`src/rtl/mem_arbiter.sv`:
```
// Two-master arbiter in front of the single-port unified memory.
// The multi-cycle core and the DMA/loader share the port; grants are
// combinational, one per cycle, round-robin with a bounded burst so that
// a master holding the port yields after MAX_BURST consecutive grants
// whenever the other master is waiting. Read data has a fixed one-cycle
// latency and is steered back by remembering who issued the read.
module mem_arbiter #(
  parameter int ADDR_W    = 32,
  parameter int DATA_W    = 32,
  parameter int MAX_BURST = 4      // legal range 1..15
) (
  input  logic              clk,
  input  logic              reset_n,

  // core master
  input  logic              core_req,
  input  logic              core_we,
  input  logic [ADDR_W-1:0] core_addr,
  input  logic [DATA_W-1:0] core_wdata,
  input  logic [2:0]        core_funct3,
  output logic              core_gnt,
  output logic              core_rvalid,
  output logic [DATA_W-1:0] core_rdata,

  // DMA / loader master
  input  logic              dma_req,
  input  logic              dma_we,
  input  logic [ADDR_W-1:0] dma_addr,
  input  logic [DATA_W-1:0] dma_wdata,
  input  logic [2:0]        dma_funct3,
  output logic              dma_gnt,
  output logic              dma_rvalid,
  output logic [DATA_W-1:0] dma_rdata,

  // memory port
  output logic              mem_wen,
  output logic [ADDR_W-1:0] mem_ra,
  output logic [ADDR_W-1:0] mem_wa,
  output logic [DATA_W-1:0] mem_wd,
  output logic [2:0]        mem_funct3,
  input  logic [DATA_W-1:0] mem_rd
);

  // Who holds (or last held) the port. NONE means the port went idle.
  typedef enum logic [1:0] {
    OWN_NONE = 2'd0,
    OWN_CORE = 2'd1,
    OWN_DMA  = 2'd2
  } owner_e;

  // Four bits cover the whole legal MAX_BURST range.
  localparam int              CNT_W   = 4;
  localparam logic [CNT_W-1:0] MAX_CNT = CNT_W'(MAX_BURST);
  localparam logic [2:0]      F3_WORD = 3'b010;

  owner_e           owner_q;
  owner_e           last_winner_q;
  owner_e           rd_owner_q;
  logic [CNT_W-1:0] burst_cnt_q;

  owner_e           winner;

  // Pick this cycle's winner from the live requests and the burst state.
  always_comb begin
    // NOTE: every variable written here gets a default first, so no path
    // through the if/else tree can leave it unassigned and infer a latch.
    winner = OWN_NONE;
    // Nothing is granted while reset is held, so no write can slip into
    // memory during reset even though the grant path is combinational.
    if (!reset_n) begin
      winner = OWN_NONE;
    end else if (core_req && dma_req) begin
      if (owner_q == OWN_NONE) begin
        // Fresh contention: the master that did not win last goes first.
        winner = (last_winner_q == OWN_CORE) ? OWN_DMA : OWN_CORE;
      end else if (burst_cnt_q < MAX_CNT) begin
        winner = owner_q;
      end else begin
        // Burst budget used up: hand the port to the waiting master.
        winner = (owner_q == OWN_CORE) ? OWN_DMA : OWN_CORE;
      end
    end else if (core_req) begin
      winner = OWN_CORE;
    end else if (dma_req) begin
      winner = OWN_DMA;
    end
  end

  assign core_gnt = (winner == OWN_CORE);
  assign dma_gnt  = (winner == OWN_DMA);

  // Route the winner's access to the memory; park the port when idle.
  always_comb begin
    mem_wen    = 1'b0;
    mem_ra     = '0;
    mem_wa     = '0;
    mem_wd     = '0;
    mem_funct3 = F3_WORD;
    unique case (winner)
      OWN_CORE: begin
        mem_wen    = core_we;
        mem_ra     = core_addr;
        mem_wa     = core_addr;
        mem_wd     = core_wdata;
        mem_funct3 = core_funct3;
      end
      OWN_DMA: begin
        mem_wen    = dma_we;
        mem_ra     = dma_addr;
        mem_wa     = dma_addr;
        mem_wd     = dma_wdata;
        mem_funct3 = dma_funct3;
      end
      default: ;
    endcase
  end

  // Track ownership, burst length, tie-break history and pending read.
  always_ff @(posedge clk) begin
    // NOTE: clocked state uses non-blocking assignments so every register
    // samples the pre-edge values, independent of statement order.
    if (!reset_n) begin
      owner_q       <= OWN_NONE;
      last_winner_q <= OWN_DMA;      // core wins the first tie
      burst_cnt_q   <= '0;
      rd_owner_q    <= OWN_NONE;     // drops any read in flight
    end else if (winner == OWN_NONE) begin
      // Only reachable with both requests low: the port goes idle and the
      // next contention starts from the tie-break rule.
      owner_q     <= OWN_NONE;
      burst_cnt_q <= '0;
      rd_owner_q  <= OWN_NONE;
    end else begin
      if (winner == owner_q) begin
        if (burst_cnt_q != MAX_CNT) begin
          burst_cnt_q <= burst_cnt_q + CNT_W'(1);
        end
      end else begin
        owner_q     <= winner;
        burst_cnt_q <= CNT_W'(1);
      end
      last_winner_q <= winner;
      rd_owner_q    <= mem_wen ? OWN_NONE : winner;
    end
  end

  // rd_owner_q is a register, so both rvalids come straight off a flop.
  assign core_rvalid = (rd_owner_q == OWN_CORE);
  assign dma_rvalid  = (rd_owner_q == OWN_DMA);

  // Read data fans out to both masters; rvalid says whose it is.
  assign core_rdata = mem_rd;
  assign dma_rdata  = mem_rd;

endmodule

```
`config.mk`:
```
export PLATFORM = sky130hd
export DESIGN_NAME = mem_arbiter
export DESIGN_NICKNAME = d
export VERILOG_FILES = /design/src/rtl/mem_arbiter.sv
export SDC_FILE = /design/constraint.sdc
export NUM_CORES = 1
export LEC_CHECK = 0
export CAP_MARGIN = 20
export CORE_AREA = 5 5 127 129
export DETAILED_ROUTE_END_ITERATION = 8
export DIE_AREA = 0 0 132 134
export SLEW_MARGIN = 20
export SYNTH_ARGS = -nofsm -noshare
export SYNTH_HDL_FRONTEND = slang
export SYNTH_SLANG_ARGS = --single-unit
```
`constraint.sdc`:
```
create_clock -name clk -period 4.15 [get_ports clk]
set_clock_uncertainty 0.2 [all_clocks]
set_input_delay 0.6225 -clock clk [delete_from_list [all_inputs] [get_ports clk]]
set_output_delay 0.6225 -clock clk [all_outputs]
set_load 0.02 [all_outputs]
```
* Yosys cells after proc, flatten, opt, wreduce, memory -nomap -nowiden
Index checks and enable logic that the tools add are counted.
W data, S select, Z words.
** Storage, ports and cells
- Register bits after elaboration :: 10
- Logic and storage cells :: 38
** Operators by class
- $add $sub $neg :: 1
- Magnitude comparators :: 1
- Eq/ne operators :: 9
- Mux-type cells :: 14
- Bitwise logic cells :: 2
- Reduce and logical (&&, ||, !) cells :: 6
** Operators by type and width (count)
- $pmux W32 S2 :: 2
- $mux W2 :: 8
- $eq A2 B1 Y1 const B :: 4
- $pmux W3 S2 :: 1
- $reduce_or A3 Y1 :: 2
- $add A4 B1 Y4 const B :: 1
- $eq A2 B2 Y1 const B :: 2
- $logic_not A2 Y1 :: 2
- $lt A4 B3 Y1 const B :: 1
- $ne A4 B3 Y1 const B :: 1
- $eq A2 B2 Y1 :: 1
- $mux W1 :: 2
- $ne A2 B1 Y1 const B :: 1
- $not A1 Y1 :: 2
- $pmux W1 S2 :: 1
- $reduce_or A2 Y1 :: 1
- $logic_and A1 B1 Y1 :: 1

* Logic depth before layout (Yosys ltp)
Gate-level depths: netlist (run 1).
- Word-level depth :: 9
- Gate-level depth with buffers :: 12
- Mapped depth without buffers :: 8

* Least setup slack after synthesis (run 1)
Ideal clock, no wire load.
- Kind :: flip-flop to output port
- Start point :: reg owner_q[0]
- End point :: out mem_wa[0]
- Arrival :: 2.749 ns
- Required time :: 3.327 ns
- Slack :: 0.578 ns
- Stages on the path, launching flop included :: 12
- Cell sequence :: dfxtp_1 -> buf_6 -> or3b_1 -> a41o_1 -> inv_1 -> ha_1 -> clkbuf_1 -> buf_2 -> buf_1 -> a22oi_1 -> nor2b_1 -> buf_4
** On the way
- Word-level cells in the longest chain between the ends :: 8
- Elaborated cells on any way between the ends :: 10
- Classes of those cells :: eq/ne: 3; mux: 6; reduce/logical: 1
** RTL lines
- from (decl) :: RTL line 56 : owner_e owner_q;
- from (signal assigned) :: RTL line 139 : owner_q <= winner;
- $eq A2 B1 Y1 :: RTL line 80 : winner = (owner_q == OWN_CORE) ? OWN_DMA : OWN_CORE;
- $mux W2 :: RTL line 80
- $mux W2 :: RTL line 76 : end else if (burst_cnt_q < MAX_CNT) begin
- $mux W2 (*) :: RTL line 73 : if (owner_q == OWN_NONE) begin
- $mux W2 (*) :: RTL line 72 : end else if (core_req && dma_req) begin
- $mux W2 (*) :: RTL line 70 : if (!reset_n) begin
- net winner[0] :: RTL line 61 : owner_e winner;
- $eq A2 B1 Y1 (*)
- net core_gnt :: RTL line 21 : output logic core_gnt,
- $pmux W32 S2 (*) :: RTL line 99 : unique case (winner)
- to (decl) :: RTL line 38 : output logic [ADDR_W-1:0] mem_wa,
Mark *: on every way through the listed nets, which the timed path passes. The rest lies on a longest branch.

* Worst setup path after layout (run 1)
- Start point :: in reset_n
- End point :: out mem_ra[28]
** On the way
- Word-level cells in the longest chain between the ends :: 3
- Elaborated cells on any way between the ends :: 4
- Classes of those cells :: eq/ne: 2; mux: 2
** RTL lines
- from (decl) :: RTL line 13 : input logic reset_n,
- $mux W2 (*) :: RTL line 70
- $eq A2 B2 Y1 or $eq A2 B1 Y1 (tied branches) :: RTL line 99
- $pmux W32 S2 (*) :: RTL line 99
- to (decl) :: RTL line 37 : output logic [ADDR_W-1:0] mem_ra,
Every way passes the cells marked *; elsewhere a longest branch is shown, timed or not.

==> results list, run 1 <==
* Result of the run: finished, final reports clean
- Pwr per Cell Area: ~160 mW/mm2
- Number of instances in the synthesized netlist: 326
- Die boundary width: 132 um
* Fmax achieved: 0.2521 GHz
- After clock tree synthesis, the setup repair step added 0 buffers.
* Routed wirelength normalized by instance count: 17.63 um
- Mapped cell area: roughly 0.0024 mm2
- RSZ-0062 raised after global routing: no
* Placeable Area: between 0.01 and 0.015 mm2
- Avg Inst Size Synth: 7.265 um2
* Hold Path Origin: last_winner_q[1]
* Required time worst endpoint: 3.33 ns
- For the final routed database, the setup TNS stands at 0 ns.
* Share of the cycle needed by the critical path after routing: 95.57%
- The floorplan step defined a die boundary enclosing 0.01769 mm2.
- The worst register-to-register path has a setup slack of 1.61 ns.
- Multiplexer fraction of the synthesized cell area: 0.8452%
- Insertion delay to the later sink of the worst-skew pair: 0.24 ns
- Reg-to-Reg End: rd_owner_q[1]
* Residual DRC count: 0
- CTS Root Cell: sky130_fd_sc_hd__clkbuf_16
- The worst-case IR drop observed on VDD is 142.1 uV.
- The Yosys step of the flow raised 0 warnings.
- For the pin with the worst max-slew slack, the measured transition is 0.2998 ns.
- Synthesis inferred 10 register bits.
- The floorplan step set the die height to 134 um.
* Half-perimeter wire length of the detailed placement result: 9.908 mm
- Routability cong.: 0.8464
- Library cell occupying the most area in the post-synthesis netlist: sky130_fd_sc_hd__buf_4
- XOR/XNOR Fraction of Synth Area: less than 1%
- Kind of start point of the critical path: input pin
- Post-CTS Resized: 0
- Via count of the first global-routing pass: 3016
- Number of slew-limit violations in the final report: 0
* Number of antenna repair diodes: 0
* Number of enable-type register cells in the synthesized netlist: 0
- After Yosys synthesis, full adders, half adders and majority gates account for under 10% of the synthesized area.
- Across the whole layout, storage elements account for roughly 200 um2.
- Clock tree synthesis inserted a total of 3 buffers.
- Across all setup checks in the final design, the least slack found is 0.1840 ns.
- Nets in the synthesized netlist: between 500 and 600
* Area used by multi-input combinational logic: 0.001325 mm2
* WHS Path Cells: 2
- Sorting the synthesized cells by area gives the leading types as sky130_fd_sc_hd__buf_4 (30%), sky130_fd_sc_hd__a22oi_1 (22%), sky130_fd_sc_hd__nor2b_1 (18%), sky130_fd_sc_hd__dfxtp_1 (8.5%), sky130_fd_sc_hd__ha_1 (2.6%).
- Initial standard-cell utilization of the core: 15.87%
- Max clock buf depth: 2
* Post-synthesis sequential area ratio: 8.452%
- Clock-pin slew was measured on the worst setup and hold paths at approximately 0.04 ns.
* Layout area overhead: 91.60%
- Min-delay worst type: register to register
* Via count: 2761
* Setup Crit Path Kind: input pin to output pin
- Async set or reset register ratio after synthesis: 0%
- Using the TritonRoute via totals, the vias-per-cell ratio works out to 4.235.
- Antenna-violating nets left: 0
- Count of standard-cell rows: between 40 and 50
- Dominant synthesized flop cell: sky130_fd_sc_hd__dfxtp_1
- Quantity of I/O buffers inserted on ports: 243
- End point of the worst hold path: last_winner_q[1]
- The number of different library cells used by synthesis comes to 35.
- Main combinational cell family by area after synthesis: buffers and inverters
- 340 I/O pins were placed.
- In this run the tightest slew margin relative to its limit is 79.98%.
* Initial antenna violation count: 0
- Setup violations remaining at the end of the flow were counted as 0.
- Non-Filler Instances: 652
- Hold repair after CTS inserted 0 buffers.
- Number of hold violations in the final report: 0
- # Max-Cap Violations: 0
- Cells after DPL: 648
- CTS tree: done
- Critical path arrival: 3.14 ns
* Global Route Usage Sum: 11.79%
- Reg-to-Reg Start: owner_q[0]
* Wire length of the first global-routing pass: 17.15 mm
- Compound-gate portion of the synthesized area: 27.36%
- Measured in cells, the most critical reg-to-reg path has a length of 8.
- For this run, the detailed router's first-pass iteration total came to 4.
- Number of fill cells: 1600
- Area share of the largest cell type after synthesis: a little under a third
* Post-Route WL: around 11 mm
- For this run, the post-layout net count is roughly 640.
* Post-Place Worst Slack: ~0.14 ns
- Total clock sinks: 10
* Endpoint type of the worst setup path: output pin
- Total leakage power: 1.752 nW
- Starting DRT DRC Count: 130
- CP Max Fanout: 34
- Total grt overflow: 0
- H-tree lvl count: 1
- The clock period could shrink to approximately 4 ns.
- Entering global routing, the biggest net connects 36 pins.
- Share of post-route cells with drive strength above 1: 5.819%
* Simple logic cell fraction of the synthesized area: 24.04%
-- critical path, cell delays in order --
cell and delay [ns]:
sky130_fd_sc_hd__clkdlybuf4s50_1 0.62, sky130_fd_sc_hd__nand2_1 0.13, sky130_fd_sc_hd__a41o_1 0.30, sky130_fd_sc_hd__ha_2 0.41
sky130_fd_sc_hd__buf_12 0.18, sky130_fd_sc_hd__nor2b_1 0.22, sky130_fd_sc_hd__clkdlybuf4s50_1 0.65
-- routing by layer --
metal	track usage [%]	share of wire [%]	up-vias
met5	0	0	-
met4	3.029	2.4	0
met3	4.989	11	22
met2	20.66	51	191
met1	13.17	36	1227
li1	-	-	1321
-- stage by stage --
stage	instance area (um2)	hold WS, ns	utilization [%]	total power, mW
after floorplan	2369	0.2611	-	0.3738
after global placement	4409	0.3007	29.55	0.5248
after detailed placement	4409	0.3066	29.55	0.5291
after CTS	4498	0.3170	30.15	0.7257
after global routing	4538	0.3694	30.42	0.7529
final	4538	0.3162	30.42	0.7167
-- layout by cell type (no fill, tap or decap), types with 2 or more instances in the layout --
master                            netlist  layout
sky130_fd_sc_hd__clkdlybuf4s50_1        0     222
sky130_fd_sc_hd__nor2b_1               70      70
sky130_fd_sc_hd__a22oi_1               69      69
sky130_fd_sc_hd__dlymetal6s2s_1         0      16
sky130_fd_sc_hd__dfxtp_1               10      10
sky130_fd_sc_hd__buf_12                 0       9
sky130_fd_sc_hd__buf_4                 96       8
sky130_fd_sc_hd__inv_1                  7       7
sky130_fd_sc_hd__nand2_1                5       5
sky130_fd_sc_hd__nor2_1                 4       4
sky130_fd_sc_hd__nor3_1                 3       3
sky130_fd_sc_hd__nand3_1                3       3
sky130_fd_sc_hd__nor4_1                 3       3
sky130_fd_sc_hd__ha_2                   0       3
sky130_fd_sc_hd__clkbuf_16              0       3
sky130_fd_sc_hd__o221ai_1               2       2
sky130_fd_sc_hd__o21ai_1                2       2
sky130_fd_sc_hd__o21ai_0                2       2
sky130_fd_sc_hd__or3_1                  2       2
sky130_fd_sc_hd__xnor2_1                2       2
sky130_fd_sc_hd__mux2i_1                2       2
sky130_fd_sc_hd__ha_1                   5       2
-- cell families (layout without fill, tap and decap cells) --
family / Yosys count / count (layout)
adders and majority gates: 5 / 5
xor gates and xnor gates: 2 / 2
DFF: 10 / 10
and+or+nand+nor: 95 / 95
buffers and inverters: 128 / 266
muxes: 2 / 2
AOI/OAI and AO/OA: 84 / 84
-- cells in the mapped netlist, types with 2 or more instances --
library cell,instances
sky130_fd_sc_hd__buf_4,96
sky130_fd_sc_hd__buf_2,2
sky130_fd_sc_hd__a22oi_1,69
sky130_fd_sc_hd__nor2_1,4
sky130_fd_sc_hd__nand3_1,3
sky130_fd_sc_hd__nand2_1,5
sky130_fd_sc_hd__or3_1,2
sky130_fd_sc_hd__dfxtp_1,10
sky130_fd_sc_hd__inv_1,7
sky130_fd_sc_hd__nor4_1,3
sky130_fd_sc_hd__xnor2_1,2
sky130_fd_sc_hd__nor2b_1,70
sky130_fd_sc_hd__mux2i_1,2
sky130_fd_sc_hd__ha_1,5
sky130_fd_sc_hd__clkbuf_1,16
sky130_fd_sc_hd__buf_1,6
sky130_fd_sc_hd__o21ai_0,2
sky130_fd_sc_hd__nor3_1,3
sky130_fd_sc_hd__o221ai_1,2
sky130_fd_sc_hd__o21ai_1,2
-- registers in the layout (all words and copies together), names as in the netlist --
| signal | count |
|---|---|
| burst_cnt_q | 4 |
| last_winner_q | 2 |
| owner_q | 2 |
| rd_owner_q | 2 |
-- area by class of cell --
cell class / instances / share of cell area [%]
timing repair buffer: 255 / 58.67
multi-input combinational: 188 / 29.20
tap: 188 / 5.183
sequential: 10 / 4.411
clock buffer: 4 / 1.958
inverter: 7 / 0.5790
-- how the worst max path moves through the flow --
| stage | startpoint | to |
|---|---|---|
| 2_1_floorplan | owner_q[0] | mem_wa[0] |
| 3_3_place_gp | reset_n | mem_wen |
| 3_5_place_dp | reset_n | mem_wa[4] |
| 4_1_cts | reset_n | mem_wa[4] |
| 5_1_grt | reset_n | mem_ra[10] |
| 6_report | reset_n | mem_ra[28] |
-- where the power goes --
group	switching [mW]	internal, mW	total [mW]	leakage [nW]
logic	0.171	0.249	0.421	1.63
registers	0.00345	0.100	0.104	0.0815
clock network	0.0472	0.145	0.192	0.0442
total	0.222	0.495	0.717	1.75
Power figures use the tool's default switching activity.
==> run 2, diff against run 1 <==
- HOLD_SLACK_MARGIN: unset -> 0.05
==> results of run 2 <==
No change in the layout: final DEF, timing and power equal those of run 1.
